### src/rtl/dmem_port_arbiter_pkg.sv
// Shared types and helpers for the dmem port arbiter: state encoding, width helper,
// and packed-field slice macros for the flattened per-requester buses.
package dmem_port_arbiter_pkg;

  typedef enum logic [0:0] {
    ST_IDLE   = 1'b0,
    ST_LOCKED = 1'b1
  } arb_state_e;

  // Ceiling log2; returns 0 for values <= 1
  function automatic int unsigned clog2(input int unsigned value);
    int unsigned width;
    width = 0;
    for (int unsigned i = 0; i < 32; i++) begin
      if ((64'd1 << i) < 64'(value)) width = i + 1;
    end
    return width;
  endfunction

endpackage

`ifndef DPA_SLICE_MACROS
`define DPA_SLICE_MACROS
`define DPA_ADDR_SLICE(k) (32'(k) * ADDR_W) +: ADDR_W
`define DPA_DATA_SLICE(k) (32'(k) * DATA_W) +: DATA_W
`endif

### src/rtl/dmem_port_arbiter_if.sv
// Requester-side and dmem-side signal bundle of the dmem port arbiter.
interface dmem_port_arbiter_if #(
  parameter int unsigned N      = 4,
  parameter int unsigned ADDR_W = 15,
  parameter int unsigned DATA_W = 32
);

  logic [N-1:0]        i_REQ;
  logic [N-1:0]        i_WE;
  logic [N-1:0]        i_LOCK;
  logic [N*ADDR_W-1:0] i_ADDR;
  logic [N*DATA_W-1:0] i_WDATA;
  logic [N-1:0]        o_GNT;
  logic [N-1:0]        o_RVALID;
  logic [DATA_W-1:0]   o_RDATA;
  logic                o_LOCK_ERR;

  logic                o_MEM_ENa;
  logic                o_MEM_WEa;
  logic [ADDR_W-1:0]   o_MEM_ADDRa;
  logic [DATA_W-1:0]   o_MEM_WDATAa;
  logic                o_MEM_ENc;
  logic [ADDR_W-1:0]   o_MEM_ADDRc;
  logic [DATA_W-1:0]   i_MEM_RDATAc;

  modport master (
    input  i_REQ, i_WE, i_LOCK, i_ADDR, i_WDATA, i_MEM_RDATAc,
    output o_GNT, o_RVALID, o_RDATA, o_LOCK_ERR,
    output o_MEM_ENa, o_MEM_WEa, o_MEM_ADDRa, o_MEM_WDATAa,
    output o_MEM_ENc, o_MEM_ADDRc
  );

  modport slave (
    output i_REQ, i_WE, i_LOCK, i_ADDR, i_WDATA, i_MEM_RDATAc,
    input  o_GNT, o_RVALID, o_RDATA, o_LOCK_ERR,
    input  o_MEM_ENa, o_MEM_WEa, o_MEM_ADDRa, o_MEM_WDATAa,
    input  o_MEM_ENc, o_MEM_ADDRc
  );

endinterface

### src/rtl/rr_priority_pick.sv
// Combinational round-robin picker: first set request at or above ptr, wrapping modulo N.
module rr_priority_pick #(
  parameter int unsigned N     = 4,
  parameter int unsigned IDX_W = 2
) (
  input  logic [N-1:0]     req,
  input  logic [IDX_W-1:0] ptr,
  output logic [N-1:0]     gnt,
  output logic [IDX_W-1:0] gnt_idx
);

  always_comb begin
    logic             found;
    int unsigned      pos;
    logic [IDX_W-1:0] cand;
    gnt     = '0;
    gnt_idx = '0;
    found   = 1'b0;
    for (int unsigned i = 0; i < N; i++) begin
      pos = 32'(ptr) + i;
      if (pos >= N) pos = pos - N;
      cand = IDX_W'(pos);
      if (!found && req[cand]) begin
        found     = 1'b1;
        gnt[cand] = 1'b1;
        gnt_idx   = cand;
      end
    end
  end

endmodule

### src/rtl/dmem_port_arbiter.sv
// Round-robin arbiter sharing dmem write port a and read port c among N requesters,
// with locked read-modify-write sequences bounded by a forced-release timeout.
module dmem_port_arbiter
  import dmem_port_arbiter_pkg::*;
#(
  parameter int unsigned N        = 4,
  parameter int unsigned ADDR_W   = 15,
  parameter int unsigned DATA_W   = 32,
  parameter int unsigned LOCK_MAX = 64
) (
  input logic                 i_CLK,
  input logic                 i_RSTn,
  dmem_port_arbiter_if.master bus
);

  localparam int unsigned IDX_W = (clog2(N) < 1) ? 1 : clog2(N);
  localparam int unsigned CNT_W = (clog2(LOCK_MAX) < 1) ? 1 : clog2(LOCK_MAX);
  localparam logic [CNT_W-1:0] CNT_LAST = CNT_W'(LOCK_MAX - 1);

  arb_state_e       state;
  logic [IDX_W-1:0] ptr;
  logic [IDX_W-1:0] owner;
  logic [CNT_W-1:0] lock_cnt;
  logic [N-1:0]     rvalid_q;
  logic             lock_err_q;

  logic [N-1:0]     pick_gnt;
  logic [IDX_W-1:0] pick_idx;
  logic [N-1:0]     gnt;
  logic [IDX_W-1:0] gnt_idx;
  logic             xfer;
  logic             xfer_we;
  logic             xfer_lock;

  function automatic logic [IDX_W-1:0] next_idx(input logic [IDX_W-1:0] idx);
    return (32'(idx) == N - 1) ? '0 : idx + IDX_W'(1);
  endfunction

  rr_priority_pick #(
    .N     (N),
    .IDX_W (IDX_W)
  ) u_pick (
    .req     (bus.i_REQ),
    .ptr     (ptr),
    .gnt     (pick_gnt),
    .gnt_idx (pick_idx)
  );

  // Grant: round-robin pick in IDLE, owner only while LOCKED, nothing during reset
  always_comb begin
    gnt     = '0;
    gnt_idx = pick_idx;
    if (state == ST_LOCKED) begin
      gnt_idx    = owner;
      gnt[owner] = bus.i_REQ[owner];
    end else begin
      gnt = pick_gnt;
    end
    if (!i_RSTn) gnt = '0;
  end

  assign xfer      = |gnt;
  assign xfer_we   = bus.i_WE[gnt_idx];
  assign xfer_lock = bus.i_LOCK[gnt_idx];

  // One transaction per cycle, so the two port enables are mutually exclusive
  assign bus.o_GNT        = gnt;
  assign bus.o_MEM_ENa    = xfer & xfer_we;
  assign bus.o_MEM_WEa    = xfer & xfer_we;
  assign bus.o_MEM_ADDRa  = bus.i_ADDR[`DPA_ADDR_SLICE(gnt_idx)];
  assign bus.o_MEM_WDATAa = bus.i_WDATA[`DPA_DATA_SLICE(gnt_idx)];
  assign bus.o_MEM_ENc    = xfer & ~xfer_we;
  assign bus.o_MEM_ADDRc  = bus.i_ADDR[`DPA_ADDR_SLICE(gnt_idx)];
  assign bus.o_RDATA      = bus.i_MEM_RDATAc;
  assign bus.o_RVALID     = rvalid_q;
  assign bus.o_LOCK_ERR   = lock_err_q;

  // Arbitration state, rr pointer, lock ownership and timeout counter
  always_ff @(posedge i_CLK or negedge i_RSTn) begin
    if (!i_RSTn) begin
      state      <= ST_IDLE;
      ptr        <= '0;
      owner      <= '0;
      lock_cnt   <= '0;
      rvalid_q   <= '0;
      lock_err_q <= 1'b0;
    end else begin
      rvalid_q   <= (xfer && !xfer_we) ? gnt : '0;
      lock_err_q <= 1'b0;
      case (state)
        ST_IDLE: begin
          if (xfer) begin
            ptr <= next_idx(gnt_idx);
            if (xfer_lock) begin
              state    <= ST_LOCKED;
              owner    <= gnt_idx;
              lock_cnt <= '0;
            end
          end
        end
        ST_LOCKED: begin
          if (xfer && !xfer_lock) begin
            state    <= ST_IDLE;
            ptr      <= next_idx(owner);
            lock_cnt <= '0;
          end else if (lock_cnt == CNT_LAST) begin
            // Timeout wins over a lock refresh; the owner's transfer still went out
            state      <= ST_IDLE;
            ptr        <= next_idx(owner);
            lock_cnt   <= '0;
            lock_err_q <= 1'b1;
          end else if (xfer) begin
            lock_cnt <= '0;
          end else begin
            lock_cnt <= lock_cnt + CNT_W'(1);
          end
        end
        default: state <= ST_IDLE;
      endcase
    end
  end

endmodule

### src/flat_wrapper.sv
// flat-port wrapper written by rule: the top's interface ports become plain ports
module dmem_port_arbiter_flat import dmem_port_arbiter_pkg::*;
#(
  parameter int unsigned N        = 4,
  parameter int unsigned ADDR_W   = 15,
  parameter int unsigned DATA_W   = 32,
  parameter int unsigned LOCK_MAX = 64
)
  (i_CLK, i_RSTn, bus_i_REQ, bus_i_WE, bus_i_LOCK, bus_i_ADDR, bus_i_WDATA, bus_i_MEM_RDATAc, bus_o_GNT, bus_o_RVALID, bus_o_RDATA, bus_o_LOCK_ERR, bus_o_MEM_ENa, bus_o_MEM_WEa, bus_o_MEM_ADDRa, bus_o_MEM_WDATAa, bus_o_MEM_ENc, bus_o_MEM_ADDRc);
  dmem_port_arbiter_if #(.N(N), .ADDR_W(ADDR_W), .DATA_W(DATA_W)) bus_i ();
  input logic i_CLK;
  input logic i_RSTn;
  input wire logic [$bits(bus_i.i_REQ)-1:0] bus_i_REQ;
  input wire logic [$bits(bus_i.i_WE)-1:0] bus_i_WE;
  input wire logic [$bits(bus_i.i_LOCK)-1:0] bus_i_LOCK;
  input wire logic [$bits(bus_i.i_ADDR)-1:0] bus_i_ADDR;
  input wire logic [$bits(bus_i.i_WDATA)-1:0] bus_i_WDATA;
  input wire logic [$bits(bus_i.i_MEM_RDATAc)-1:0] bus_i_MEM_RDATAc;
  output wire logic [$bits(bus_i.o_GNT)-1:0] bus_o_GNT;
  output wire logic [$bits(bus_i.o_RVALID)-1:0] bus_o_RVALID;
  output wire logic [$bits(bus_i.o_RDATA)-1:0] bus_o_RDATA;
  output wire logic [$bits(bus_i.o_LOCK_ERR)-1:0] bus_o_LOCK_ERR;
  output wire logic [$bits(bus_i.o_MEM_ENa)-1:0] bus_o_MEM_ENa;
  output wire logic [$bits(bus_i.o_MEM_WEa)-1:0] bus_o_MEM_WEa;
  output wire logic [$bits(bus_i.o_MEM_ADDRa)-1:0] bus_o_MEM_ADDRa;
  output wire logic [$bits(bus_i.o_MEM_WDATAa)-1:0] bus_o_MEM_WDATAa;
  output wire logic [$bits(bus_i.o_MEM_ENc)-1:0] bus_o_MEM_ENc;
  output wire logic [$bits(bus_i.o_MEM_ADDRc)-1:0] bus_o_MEM_ADDRc;
  assign bus_i.i_REQ = bus_i_REQ;
  assign bus_i.i_WE = bus_i_WE;
  assign bus_i.i_LOCK = bus_i_LOCK;
  assign bus_i.i_ADDR = bus_i_ADDR;
  assign bus_i.i_WDATA = bus_i_WDATA;
  assign bus_i.i_MEM_RDATAc = bus_i_MEM_RDATAc;
  assign bus_o_GNT = bus_i.o_GNT;
  assign bus_o_RVALID = bus_i.o_RVALID;
  assign bus_o_RDATA = bus_i.o_RDATA;
  assign bus_o_LOCK_ERR = bus_i.o_LOCK_ERR;
  assign bus_o_MEM_ENa = bus_i.o_MEM_ENa;
  assign bus_o_MEM_WEa = bus_i.o_MEM_WEa;
  assign bus_o_MEM_ADDRa = bus_i.o_MEM_ADDRa;
  assign bus_o_MEM_WDATAa = bus_i.o_MEM_WDATAa;
  assign bus_o_MEM_ENc = bus_i.o_MEM_ENc;
  assign bus_o_MEM_ADDRc = bus_i.o_MEM_ADDRc;
  dmem_port_arbiter #(.N(N), .ADDR_W(ADDR_W), .DATA_W(DATA_W), .LOCK_MAX(LOCK_MAX)) u_core (.i_CLK(i_CLK), .i_RSTn(i_RSTn), .bus(bus_i));
endmodule
### config.mk
export PLATFORM = sky130hd
export DESIGN_NAME = dmem_port_arbiter_flat
export DESIGN_NICKNAME = d
export VERILOG_FILES = /design/src/rtl/dmem_port_arbiter_pkg.sv /design/src/rtl/dmem_port_arbiter_if.sv /design/src/rtl/rr_priority_pick.sv /design/src/rtl/dmem_port_arbiter.sv /design/src/flat_wrapper.sv
export SDC_FILE = /design/constraint.sdc
export NUM_CORES = 1
export LEC_CHECK = 0
export ABC_AREA = 1
export BUFFER_PORTS_ARGS = -buffer_cell sky130_fd_sc_hd__buf_2
export CORE_AREA = 2 2 132 134
export DETAILED_ROUTE_END_ITERATION = 6
export DIE_AREA = 0 0 134 136
export GPL_ROUTABILITY_DRIVEN = 0
export PLACE_DENSITY = 0.55
export SKIP_CTS_REPAIR_TIMING = 1
export SLEW_MARGIN = 10
export SYNTH_ARGS = -nofsm -noshare
export SYNTH_HDL_FRONTEND = slang
export SYNTH_HIERARCHICAL = 1
export SYNTH_SLANG_ARGS = --single-unit
### constraint.sdc
create_clock -name i_CLK -period 4.33 [get_ports i_CLK]
set_clock_uncertainty 0.2 [all_clocks]
set_input_delay 0.6495 -clock i_CLK [delete_from_list [all_inputs] [get_ports i_CLK]]
set_output_delay 0.6495 -clock i_CLK [all_outputs]
set_load 0.05 [all_outputs]
==> qor.yml <==
h-tree-depth: 1
port_buffers: 275
worst_slew_pin_slew_ns: 0.5381
wl_per_cell_um: 15.33
min_path_type: "input port to async pin"
crit_slowest_cell: "dfrtp_1"
critPathRequiredTime_ns: 3.48
cts_buffer_depth: 2
synth-simple-area-share_pct: 34.28
cts_buffers: 3
drc: 0
clkTransAtPathRegs_ns: 0.05
fin_crit_ns: 4.207
drive_gt1_share_pct: 42.90
grt_pass1_wl_um: 22180
mostFrequentLayoutCells: "buf_2 (274), nor2_1 (104), o21ai_0 (86)"
antenna_found_initial: 0
clock-sinks: 16
dr.pass1.iters: 4
syn_inst: 536
ant_nets: 0
dp_slack_ns: 0.3072
avgSynthCellArea_um2: 5.829
post-route-period-util_pct: 97.17
criticalPathCategory: "register to primary output"
final_hold_viol_count: 0
cp_top_family: "buffers and inverters"
vias_per_cell: 4.609
max-slew-margin-rel_pct: 63.99
reg2reg_slack_ns: 1.31
synthAdderAreaFrac_pct: 4.005
end_kind: "primary output"
crit_path_max_incr_delay_ns: 0.38
route.final.wire_length_um: 14890
yosys_warnings: 6
synth_mux_area_share_pct: 0
area_growth_pct: 44.85
die-area_mm2: 0.01822
cp_common_cell: "nand3_1"
grt_setup_unrepaired: "false"
final_common_cell: "buf_2"
num_vias: 4475
synthesis.nets: 780
finalSetupViolations: 0
boundaryPins: 340
synth_cell_types: 32
grt_pass1_vias: 4005
dp_hpwl_um: 12200
grt_usage_pct: 15.00
cts_tree: "yes"
worstPathMaxFanout: 64
fmax_mhz: 237.7
die_w_um: 134
clock_latency_ns: 0.25
ys_seq_area_share_pct: 12.82
arrival_ns: 3.36
root_buffer: "clkbuf_16"
critPathLaunchType: "register"
start_util_pct: 18.51
final_nets: 991
setup_tns_ns: 0
grt_remaining_overflow: 0
grt_max_degree: 65
layout_setup_ws_ns: 0.1226
status: "finished, final reports clean"
std_cell_rows: 48
die_y_um: 136
synth-seq-cells: 16
synth_compound_area_share_pct: 28.79
critPathBufInv: 4
max-cap-violations: 0
drt_iter0_markers: 370
coreArea_mm2: 0.01688
yosys.area_share.xor_xnor_pct: 0.8410
diodes: 0
slew_violations: 0
crit_path_cell_trace: "inv_2 > ha_1 > inv_1 > nand3_1 > nand2_1 > nor2_2 > a21oi_1 > nand3_1 > or2_1 > nand2_4 > buf_12 > o21ai_0 > o22ai_1 > buf_2"
synth_top_family_by_area: "simple AND/OR/NAND/NOR gates"
synthesis.area_mm2: 0.003124
## through the flow
step | instances | util, % | hold slack [ns] | area, µm²
global route | 971 | 26.82 | 0.1884 | 4526
floorplan | 536 | - | 0.1539 | 3124
CTS | 971 | 26.76 | 0.1603 | 4517
detailed placement | 967 | 26.24 | 0.3259 | 4428
global placement | 967 | 26.24 | 0.3270 | 4428
finish | 971 | 26.82 | 0.1461 | 4526
## path summary, 6_finish.rpt
kind                            cells after the start                                to                      startpoint
min in group i_CLK                                  2    u_core/lock_cnt[1]$_DFFE_PN0P_  u_core/lock_cnt[1]$_DFFE_PN0P_
worst max-delay path                               14                bus_o_MEM_ADDRa[0]       u_core/ptr[0]$_DFFE_PN0P_
max in group asynchronous                           1    u_core/lock_cnt[1]$_DFFE_PN0P_                          i_RSTn
worst max register to register                     20         u_core/ptr[1]$_DFFE_PN0P_       u_core/ptr[0]$_DFFE_PN0P_
worst min-delay path                                1  u_core/bus.o_RVALID[2]$_DFF_PN0_                          i_RSTn
worst min register to register                      2    u_core/lock_cnt[1]$_DFFE_PN0P_  u_core/lock_cnt[1]$_DFFE_PN0P_
## routing by layer
layer  global-route usage (%)  share of wire, %  vias up  wire, µm
met1                    20.16                42     2032      6233
met5                        0                 0        -         0
met2                    25.70                50      224      7386
met4                    2.069              0.98        0       146
met3                    2.610               7.5       10      1120
li1                         -                 -     2209         -
## flip-flops by register name, indices dropped and copies added, names as in the netlist
register and flops:
u_core/ptr 2, u_core/bus.o_LOCK_ERR 1, u_core/bus.o_RVALID 4, u_core/owner 2, u_core/state 1, u_core/lock_cnt 6
## worst reg2reg max path, stage by stage (launching register included)
cell	delay, ns
dfrtp_1	0.36
inv_2	0.11
ha_1	0.39
inv_1	0.11
nand3_1	0.09
nand2_1	0.07
nor2_2	0.22
a21oi_1	0.10
nand3_1	0.11
inv_1	0.06
nand2_1	0.11
o21ai_4	0.09
buf_4	0.23
nand3_1	0.12
nand2_1	0.09
inv_2	0.11
nand2_1	0.06
nand2_1	0.09
nand2_1	0.08
nand2_1	0.06
nand2_1	0.05
## synthesized netlist by cell type
library cell	n	share of area, %
a21boi_0	4	0.96
a21oi_1	10	1.6
a32o_1	1	0.32
buf_1	2	0.24
buf_2	16	2.6
buf_4	49	12
buf_6	1	0.36
clkbuf_1	10	1.2
clkbuf_2	3	0.48
dfrtp_1	16	13
ha_1	10	4.0
inv_1	15	1.8
inv_2	7	0.84
nand2_1	74	8.9
nand2_2	11	2.2
nand2_4	1	0.36
nand3_1	30	4.8
nand3_2	3	0.96
nand3_4	1	0.56
nand3b_1	6	1.4
nand4_1	8	1.6
nor2_1	104	12
nor2_2	2	0.40
nor2_4	1	0.36
o21ai_0	86	14
o21ai_1	12	1.9
o21ai_2	1	0.28
o21ai_4	1	0.52
o22ai_1	47	9.4
or2_1	1	0.20
xnor2_1	1	0.28
xor2_1	2	0.56
## area by class of cell
cell class / instances / area [µm²]
fill: 1934 / 12350
sequential: 16 / 400.4
timing repair buffer: 287 / 1531
clock buffer: 4 / 88.84
inverter: 22 / 82.58
tap: 225 / 281.5
multi-input combinational: 417 / 2141
## kinds of logic (layout without fill, tap and decap cells)
kind of cell,Yosys count,count (layout)
simple gates,242,242
compound gates,162,162
buf+inv,103,313
flops,16,16
fa+ha+maj,10,10
xor+xnor,3,3
Power is left out: the tool's default activity adds up to more than one toggle a clock period on the data nets, which glitch-free logic cannot reach.
